<file path="config.mk">
export PLATFORM = sky130hd
export DESIGN_NAME = encoder_rate_sched
export DESIGN_NICKNAME = d
export VERILOG_FILES = /design/src/rtl/encoder_rate_sched.sv
export SDC_FILE = /design/constraint.sdc
export NUM_CORES = 1
export LEC_CHECK = 0
export ABC_AREA = 1
export CORE_UTILIZATION = 57
export DETAILED_ROUTE_END_ITERATION = 6
export HOLD_SLACK_MARGIN = 0.12
export PLACE_DENSITY_LB_ADDON = 0.05
export SKIP_LAST_GASP = 1
export SYNTH_ARGS = -nofsm -noshare
export SYNTH_HDL_FRONTEND = slang
export SYNTH_SLANG_ARGS = --single-unit
export TNS_END_PERCENT = 100
</file>
<file path="constraint.sdc">
create_clock -name clk -period 12.3 [get_ports clk]
set_clock_uncertainty 0.15 [all_clocks]
set_input_delay 1.845 -clock clk [delete_from_list [all_inputs] [get_ports clk]]
set_output_delay 1.845 -clock clk [all_outputs]
set_load 0.01 [all_outputs]
</file>
<file path="src/rtl/encoder_rate_sched.sv">
// encoder_rate_sched: shared measurement window and result sequencer for
// N_CH motor-encoder channels.
//
// Each channel's pulse strobes are counted over a WIN_CYC-cycle window. At the
// window's last cycle all counts are snapshotted. Each snapshot then passes, one
// channel at a time, through a single scale unit: (cnt*SCALE_MUL)>>SCALE_SHIFT.
// Results leave on one valid/ready stream tagged with the channel index.
//
// Ports:
//   clk        system clock
//   rst        synchronous active-high reset
//   en         measurement enable; when low, the timer and counters are held at 0
//   pulse      per-channel one-cycle edge strobes, already synchronised
//   rpm_data   scaled result, saturated to 32 bits
//   rpm_ch     channel index of rpm_data
//   rpm_valid  result valid; held until rpm_ready
//   rpm_ready  downstream accept
//   win_tick   one-cycle strobe on the window's last cycle
//   busy       high while a result sweep is in progress
//   overrun    sticky; set when a window snapshot was dropped
module encoder_rate_sched #(
  parameter int unsigned N_CH        = 4,
  parameter int unsigned WIN_CYC     = 100_000_000,
  parameter int unsigned CNT_W       = 32,
  parameter int unsigned SCALE_MUL   = 6,
  parameter int unsigned SCALE_SHIFT = 4,
  localparam int unsigned CH_W       = (N_CH > 1) ? $clog2(N_CH) : 1
) (
  input  logic            clk,
  input  logic            rst,
  input  logic            en,
  input  logic [N_CH-1:0] pulse,
  output logic [31:0]     rpm_data,
  output logic [CH_W-1:0] rpm_ch,
  output logic            rpm_valid,
  input  logic            rpm_ready,
  output logic            win_tick,
  output logic            busy,
  output logic            overrun
);

  localparam int unsigned TMR_W  = (WIN_CYC > 1) ? $clog2(WIN_CYC) : 1;
  localparam int unsigned PROD_W = CNT_W + 8;
  localparam logic [TMR_W-1:0] TMR_LAST = TMR_W'(WIN_CYC - 1);
  localparam logic [CH_W-1:0]  CH_LAST  = CH_W'(N_CH - 1);

  typedef enum logic [1:0] {
    IDLE    = 2'd0,
    SCALE   = 2'd1,
    PRESENT = 2'd2
  } state_t;

  state_t            state;
  logic [TMR_W-1:0]  timer;
  logic [CNT_W-1:0]  cnt  [N_CH];
  logic [CNT_W-1:0]  snap [N_CH];
  logic [CH_W-1:0]   idx;
  logic [PROD_W-1:0] product;
  logic [PROD_W-1:0] shifted;
  logic [31:0]       scaled;

  // Last cycle of the window; en gates it so a disabled window never ends.
  assign win_tick = en && (timer == TMR_LAST);

  // Window timer: free-runs 0..WIN_CYC-1 while enabled, otherwise held at 0.
  always_ff @(posedge clk) begin
    if (rst || !en || win_tick) begin
      timer <= '0;
    end else begin
      timer <= timer + TMR_W'(1);
    end
  end

  // Pulse counters. A pulse on the tick cycle seeds the next window's count.
  always_ff @(posedge clk) begin
    for (int i = 0; i < int'(N_CH); i++) begin
      if (rst || !en) begin
        cnt[i] <= '0;
      end else if (win_tick) begin
        cnt[i] <= CNT_W'(pulse[i]);
      end else if (pulse[i] && (cnt[i] != '1)) begin
        cnt[i] <= cnt[i] + CNT_W'(1);
      end
    end
  end

  // Shared scale unit on the currently selected snapshot.
  always_comb begin
    product = PROD_W'(snap[idx]) * PROD_W'(SCALE_MUL);
    shifted = product >> SCALE_SHIFT;
    scaled  = (shifted > PROD_W'(32'hFFFF_FFFF)) ? 32'hFFFF_FFFF : 32'(shifted);
  end

  // Sequencer: snapshot on an accepted tick, then scale/present each channel.
  always_ff @(posedge clk) begin
    if (rst) begin
      state     <= IDLE;
      idx       <= '0;
      rpm_data  <= '0;
      rpm_ch    <= '0;
      rpm_valid <= 1'b0;
      busy      <= 1'b0;
      overrun   <= 1'b0;
      for (int i = 0; i < int'(N_CH); i++) begin
        snap[i] <= '0;
      end
    end else begin
      case (state)
        IDLE: begin
          if (win_tick) begin
            for (int i = 0; i < int'(N_CH); i++) begin
              snap[i] <= cnt[i];
            end
            idx   <= '0;
            busy  <= 1'b1;
            state <= SCALE;
          end
        end
        SCALE: begin
          rpm_data  <= scaled;
          rpm_ch    <= idx;
          rpm_valid <= 1'b1;
          state     <= PRESENT;
        end
        PRESENT: begin
          if (rpm_valid && rpm_ready) begin
            rpm_valid <= 1'b0;
            if (idx == CH_LAST) begin
              busy  <= 1'b0;
              state <= IDLE;
            end else begin
              idx   <= idx + CH_W'(1);
              state <= SCALE;
            end
          end
        end
        default: begin
          rpm_valid <= 1'b0;
          busy      <= 1'b0;
          state     <= IDLE;
        end
      endcase

      // A tick arriving mid-sweep cannot be snapshotted; flag it.
      if (win_tick && (state != IDLE)) begin
        overrun <= 1'b1;
      end
    end
  end

endmodule
</file>
Yosys cells after proc, flatten, opt, wreduce, memory -nomap -nowiden
Memory sizes are Yosys's and may differ from the RTL's. A register that Yosys moved wholly into a read port is not among the register bits.
Index checks and enable logic that the tools add are counted.

word-level totals
  register bits after elaboration = 68
  memory bits (writable) = 256
  input bits = 8
  output and inout bits = 38
  word-level logic and storage cells = 116
  memories = 2

operators by class
  add/sub/neg operators = 6
  multiply operators = 1
  magnitude comparators = 1
  eq/ne operators = 12
  muxes and demuxes = 55
  bitwise gates (word level) = 14
  reductions and logical operators = 17

memories
  name  depth  bits a word  rd ports  clocked after Yosys merged registers in  wr ports  RTL line  source
  cnt   4      32           4         0                                        4         55        logic [CNT_W-1:0] cnt [N_CH];
  snap  4      32           1         1                                        4         56        logic [CNT_W-1:0] snap [N_CH];

operator list
  cell                                                                               number
  32-bit two-way mux                                                                 13
  32-bit by 1-bit adder with 32-bit output, second input constant                    4
  32-bit inequality test, second input constant                                      4
  32-bit by 2-bit multiplier with 34-bit output, second input constant               1
  31-bit by 32-bit greater-than comparator with 1-bit output, second input constant  1
  1-bit two-way mux                                                                  31
  27-bit by 1-bit adder with 27-bit output, second input constant                    1
  27-bit == test, second input constant                                              1
  2-bit two-way mux                                                                  7
  1-bit bitwise OR                                                                   12
  2-bit inequality test, second input constant                                       4
  4-bit AND reduction                                                                2
  1-bit logical AND                                                                  7
  1-bit one-hot mux with 3 select lines                                              2
  2-bit one-hot mux with 3 select lines                                              1
  2-bit == test, second input constant                                               2
  2-bit one-hot mux with 2 select lines                                              1
  2-bit AND reduction                                                                2
  2-bit nonzero test                                                                 2
  2-bit by 1-bit adder with 2-bit output, second input constant                      1
  2-bit by 1-bit == test with 1-bit output, second input constant                    1
  2-bit logical NOT                                                                  1
  1-bit logical OR                                                                   2
  1-bit inverter                                                                     2
  1-bit logical NOT                                                                  1

Depth between registers and ports, before layout
An unclocked memory read counts as a cell.

  depth after elaboration = 8
  depth in mapped cells = 20
  mapped depth without buffers = 19

Worst setup path before layout
Ideal clock, no wire load.

  kind = in2reg
  start point = in en
  end point = mem snap[0][0] (enable)
  setup time = 0.792 ns
  data arrival time = 11.170 ns
  data required time = 11.358 ns
  path slack = 0.188 ns
  cell stages on the path = 4
  buffers on the path = 0
  cells stage by stage = nand3_1 > nor3_2 > nand2_2 > o21ai_0

RTL lines
  what                RTL line  source
  start: declaration  31        input logic en,
  end: declaration    56

Worst setup path in the final report
  start point = in en
  end point = out win_tick

on the way
  longest elaborated chain between the ends = 1

RTL lines
  what               RTL line  source
  1-bit logical AND  63        assign win_tick = en && (timer == TMR_LAST);
  end: declaration   37        output logic win_tick,

Every way passes these cells.

==> metrics.md <==
| Metric | Value |
|---|---|
| Hold Startpoint | `timer[0]` |
| Site row count | `64` |
| Worst-path clk slew | `50 ps` |
| DRT Pass-1 Iters | `7` |
| Max IR drop VDD | `around 0.11 mV` |
| Synthesized area | `0.0179 mm^2` |
| Grt ovf | `0` |
| Placed wire-length estimate after detailed placement | `around 34000 um` |
| Setup Buffers After CTS | `0` |
| Post-Syn Instances | `2146` |
| I/O Buffers | `44` |
| RSZ-0062 raised after global routing | `no` |
| P&R area growth vs syn | `11.2%` |
| Synth Area per Inst | `8.35 um^2` |
| Crit end category | `output port` |
| Crit path DAT | `3670 ps` |
| Detailed-route DRC error count | `3` |
| Failing checks | `design-rule violations` |
| Clk_lat worst skew | `~540 ps` |
| Total power per unit cell area | `155 mW/mm^2` |
| Setup Viol. Count Final | `0` |
| Total GRT Usage | `29.2%` |
| Total Wirelength | `45800 um` |
| F_max | `approximately 180 MHz` |
| Number of antenna violations at the first check in global routing | `1` |
| # diodes | `0` |
| Placed cell areas | `between 0.015 and 0.02 mm^2` |
| Slew Limit Fails | `0` |
| Depth of the most critical reg-to-reg path | `19` |
| Worst Max-Slew Pin Slew | `1160 ps` |
| DP Worst Slack | `6400 ps` |
| Hold_ws | `304 ps` |
| Crit Path Category | `in2out` |
| Final instance area | `about 0.02 mm^2` |
| Initial core utilization | `58.3%` |
| Setup slack, reg-to-reg | `7810 ps` |
| Crit. Startpoint | `en` |
| DIE AREA | `0.0321 mm^2` |
| Net count after synthesis | `2192` |
| Final worst path period share | `between 40% and 50%` |
| P_leak | `7.46 nW` |
| Crit start category | `primary input` |
| Ratio of cells with drive above 1 in the final layout | `about 6.3%` |
| Worst min path class | `reg2reg` |
| Root Buffer | `clkbuf_16` |
| Tmin final | `5670 ps` |
| Synth cell types | `51` |
| Total CTS buffers | `38` |
| Die Span Y | `179 um` |
| CTS tree | `done` |
| Final Power | `3.09 mW` |
| Fill cells | `2654` |
| Max Cap Viol | `0` |
| Setup ws final | `approximately 6600 ps` |
| Worst Path Required | `10300 ps` |
| DRT iter0 DRCs | `1367` |
| Capture point of the worst path | `win_tick` |
| Setup_tns | `0 ps` |
| Routed vias/inst | `5.59` |
| H-tree Lvls | `2` |
| Vias in the first global route | `13469` |
| Final Hold Viols | `0` |
| Outcome | `finished with violations` |
| CTS Hold Bufs | `0` |
| Die width | `roughly 180 um` |
| Crit Path Max Fanout | `4` |
| Pin count of the biggest net entering global routing | `108` |
| Core area | `between 0.03 and 0.04 mm^2` |
| Ports | `46` |
| Post-DRT Antenna Nets | `0` |
| Post_cts resized | `0` |
| Wire length per cell | `17.6 um` |
| #FFs+latches synth | `325` |
| Seq/Total Area, Yosys | `50.6%` |
| CTS Buffer Depth | `3` |
| First-pass GRT wire length | `72100 um` |
| Worst r2r dst | `rpm_data[21]` |
| Final Wtd Congestion | `0.966` |
| CTS Sinks | `roughly 330` |
| Fin nets | `between 2000 and 2500` |
| Synth warn | `0` |
| Worst slew margin | `22.2%` |
| Total vias in the final route | `14555` |
-- worst min-delay path by stage --
stage,slack (ps),end,cells after the start
global route,340,overrun,1
CTS,310,timer[0],1
floorplan,270,timer[0],1
finish,300,timer[0],1
detailed placement,300,timer[0],1
global placement,280,timer[0],1
-- through the flow --
stage / std cells / utilization, %
after global routing: 2605 / 64.8
after global placement: 2538 / 60.7
after CTS: 2605 / 64.8
after floorplan: 2146 / -
after detailed placement: 2538 / 60.7
final: 2605 / 64.8
-- cell usage after synthesis (all sizes together) --
master	instances	area (um^2)
inv	300	1130
o21bai	1	7.51
xor2	59	517
nor3b	25	193
dfxtp	69	1380
xnor2	1	8.76
ha	38	475
o21ai	134	674
or2	8	50.1
nand3b	2	15.0
nor3	102	671
or3	1	6.26
o221ai	2	17.5
a211oi	1	7.51
nor4b	1	23.8
a32oi	3	26.3
nand3	88	455
edfxtp	256	7690
o22ai	29	181
a21oi	103	546
buf	31	198
o21a	10	75.1
clkbuf	30	113
nand2	326	1250
a31oi	5	31.3
a221oi	1	8.76
nor4	13	81.3
a21o	7	52.6
a21boi	1	7.51
clkinv	2	7.51
nor2	462	1800
o31ai	1	7.51
conb	1	3.75
nand4	33	213
-- sequential cells by signal, indices dropped and copies added (netlist names), named ones only --
register   flops
cnt          128
snap         128
rpm_data      31
timer         27
idx            2
rpm_ch         2
state          2
busy           1
overrun        1
rpm_valid      1
-- where the power goes --
group | switching [mW] | total, mW | leakage, nW | internal [mW]
registers | 0.0395 | 1.28 | 3.22 | 1.24
logic | 0.457 | 0.668 | 3.62 | 0.212
clock network | 0.453 | 1.14 | 0.614 | 0.684
total | 0.949 | 3.09 | 7.46 | 2.14
-- layout by cell type (no fill, tap or decap), types with 3 or more instances in the layout --
cell	n
nor2_1	449
nand2_1	316
inv_1	294
edfxtp_1	256
o21ai_0	132
a21oi_1	95
nor3_1	85
nand3_1	84
dfxtp_1	68
xor2_1	59
clkdlybuf4s50_1	44
ha_1	38
clkbuf_16	38
nand4_1	32
o22ai_1	29
nor3b_1	24
nor4_1	13
buf_4	13
nor3_4	12
clkinv_1	11
nand2_2	10
o21a_1	10
or2_2	8
nor2_2	8
a21oi_2	8
a21o_1	7
clkinv_2	7
inv_2	6
nor3_2	5
a31oi_1	5
bufinv_16	5
nor2_4	4
a32oi_1	3
nand3_2	3
clkbuf_1	3
-- critical path, stage by stage --
cell and delay (ps):
clkdlybuf4s50_1 530, nand3_1 110, nor3_2 200, nand2_2 160
inv_2 220, clkdlybuf4s50_1 600
-- logic make-up (layout without fill, tap and decap cells) --
| group | count (synthesis) | after routing | share of synthesized area, % |
|---|---|---|---|
| buffers and inverters | 363 | 426 | 8.06 |
| flip-flops | 325 | 325 | 50.6 |
| AO/OA/AOI/OAI | 298 | 298 | 9.17 |
| adder cells (fa/ha/maj) | 38 | 38 | 2.65 |
| AND/OR/NAND/NOR | 1061 | 1061 | 26.5 |
| XOR/XNOR | 60 | 60 | 2.93 |
| other | 1 | 1 | 0.0209 |
-- routing by layer --
layer	vias to the layer above	wire (um)	track usage (%)	part of all wire, %
met4	2	1360	9.63	3.0
met5	-	12	0	0.026
met2	490	20500	45.4	45
li1	7189	-	-	-
met3	85	3080	5.13	6.7
met1	6789	20800	41.3	45
-- final cells by class --
class	count	area, um^2	area share [%]
clock buffer	43	990	4.97
clock inverter	24	265	1.33
inverter	302	1130	5.69
multi-input combinational	1458	7430	37.3
sequential	325	9070	45.5
tap	396	495	2.49
timing repair buffer	57	538	2.70
No activity file was read; power rests on OpenSTA's default activity.
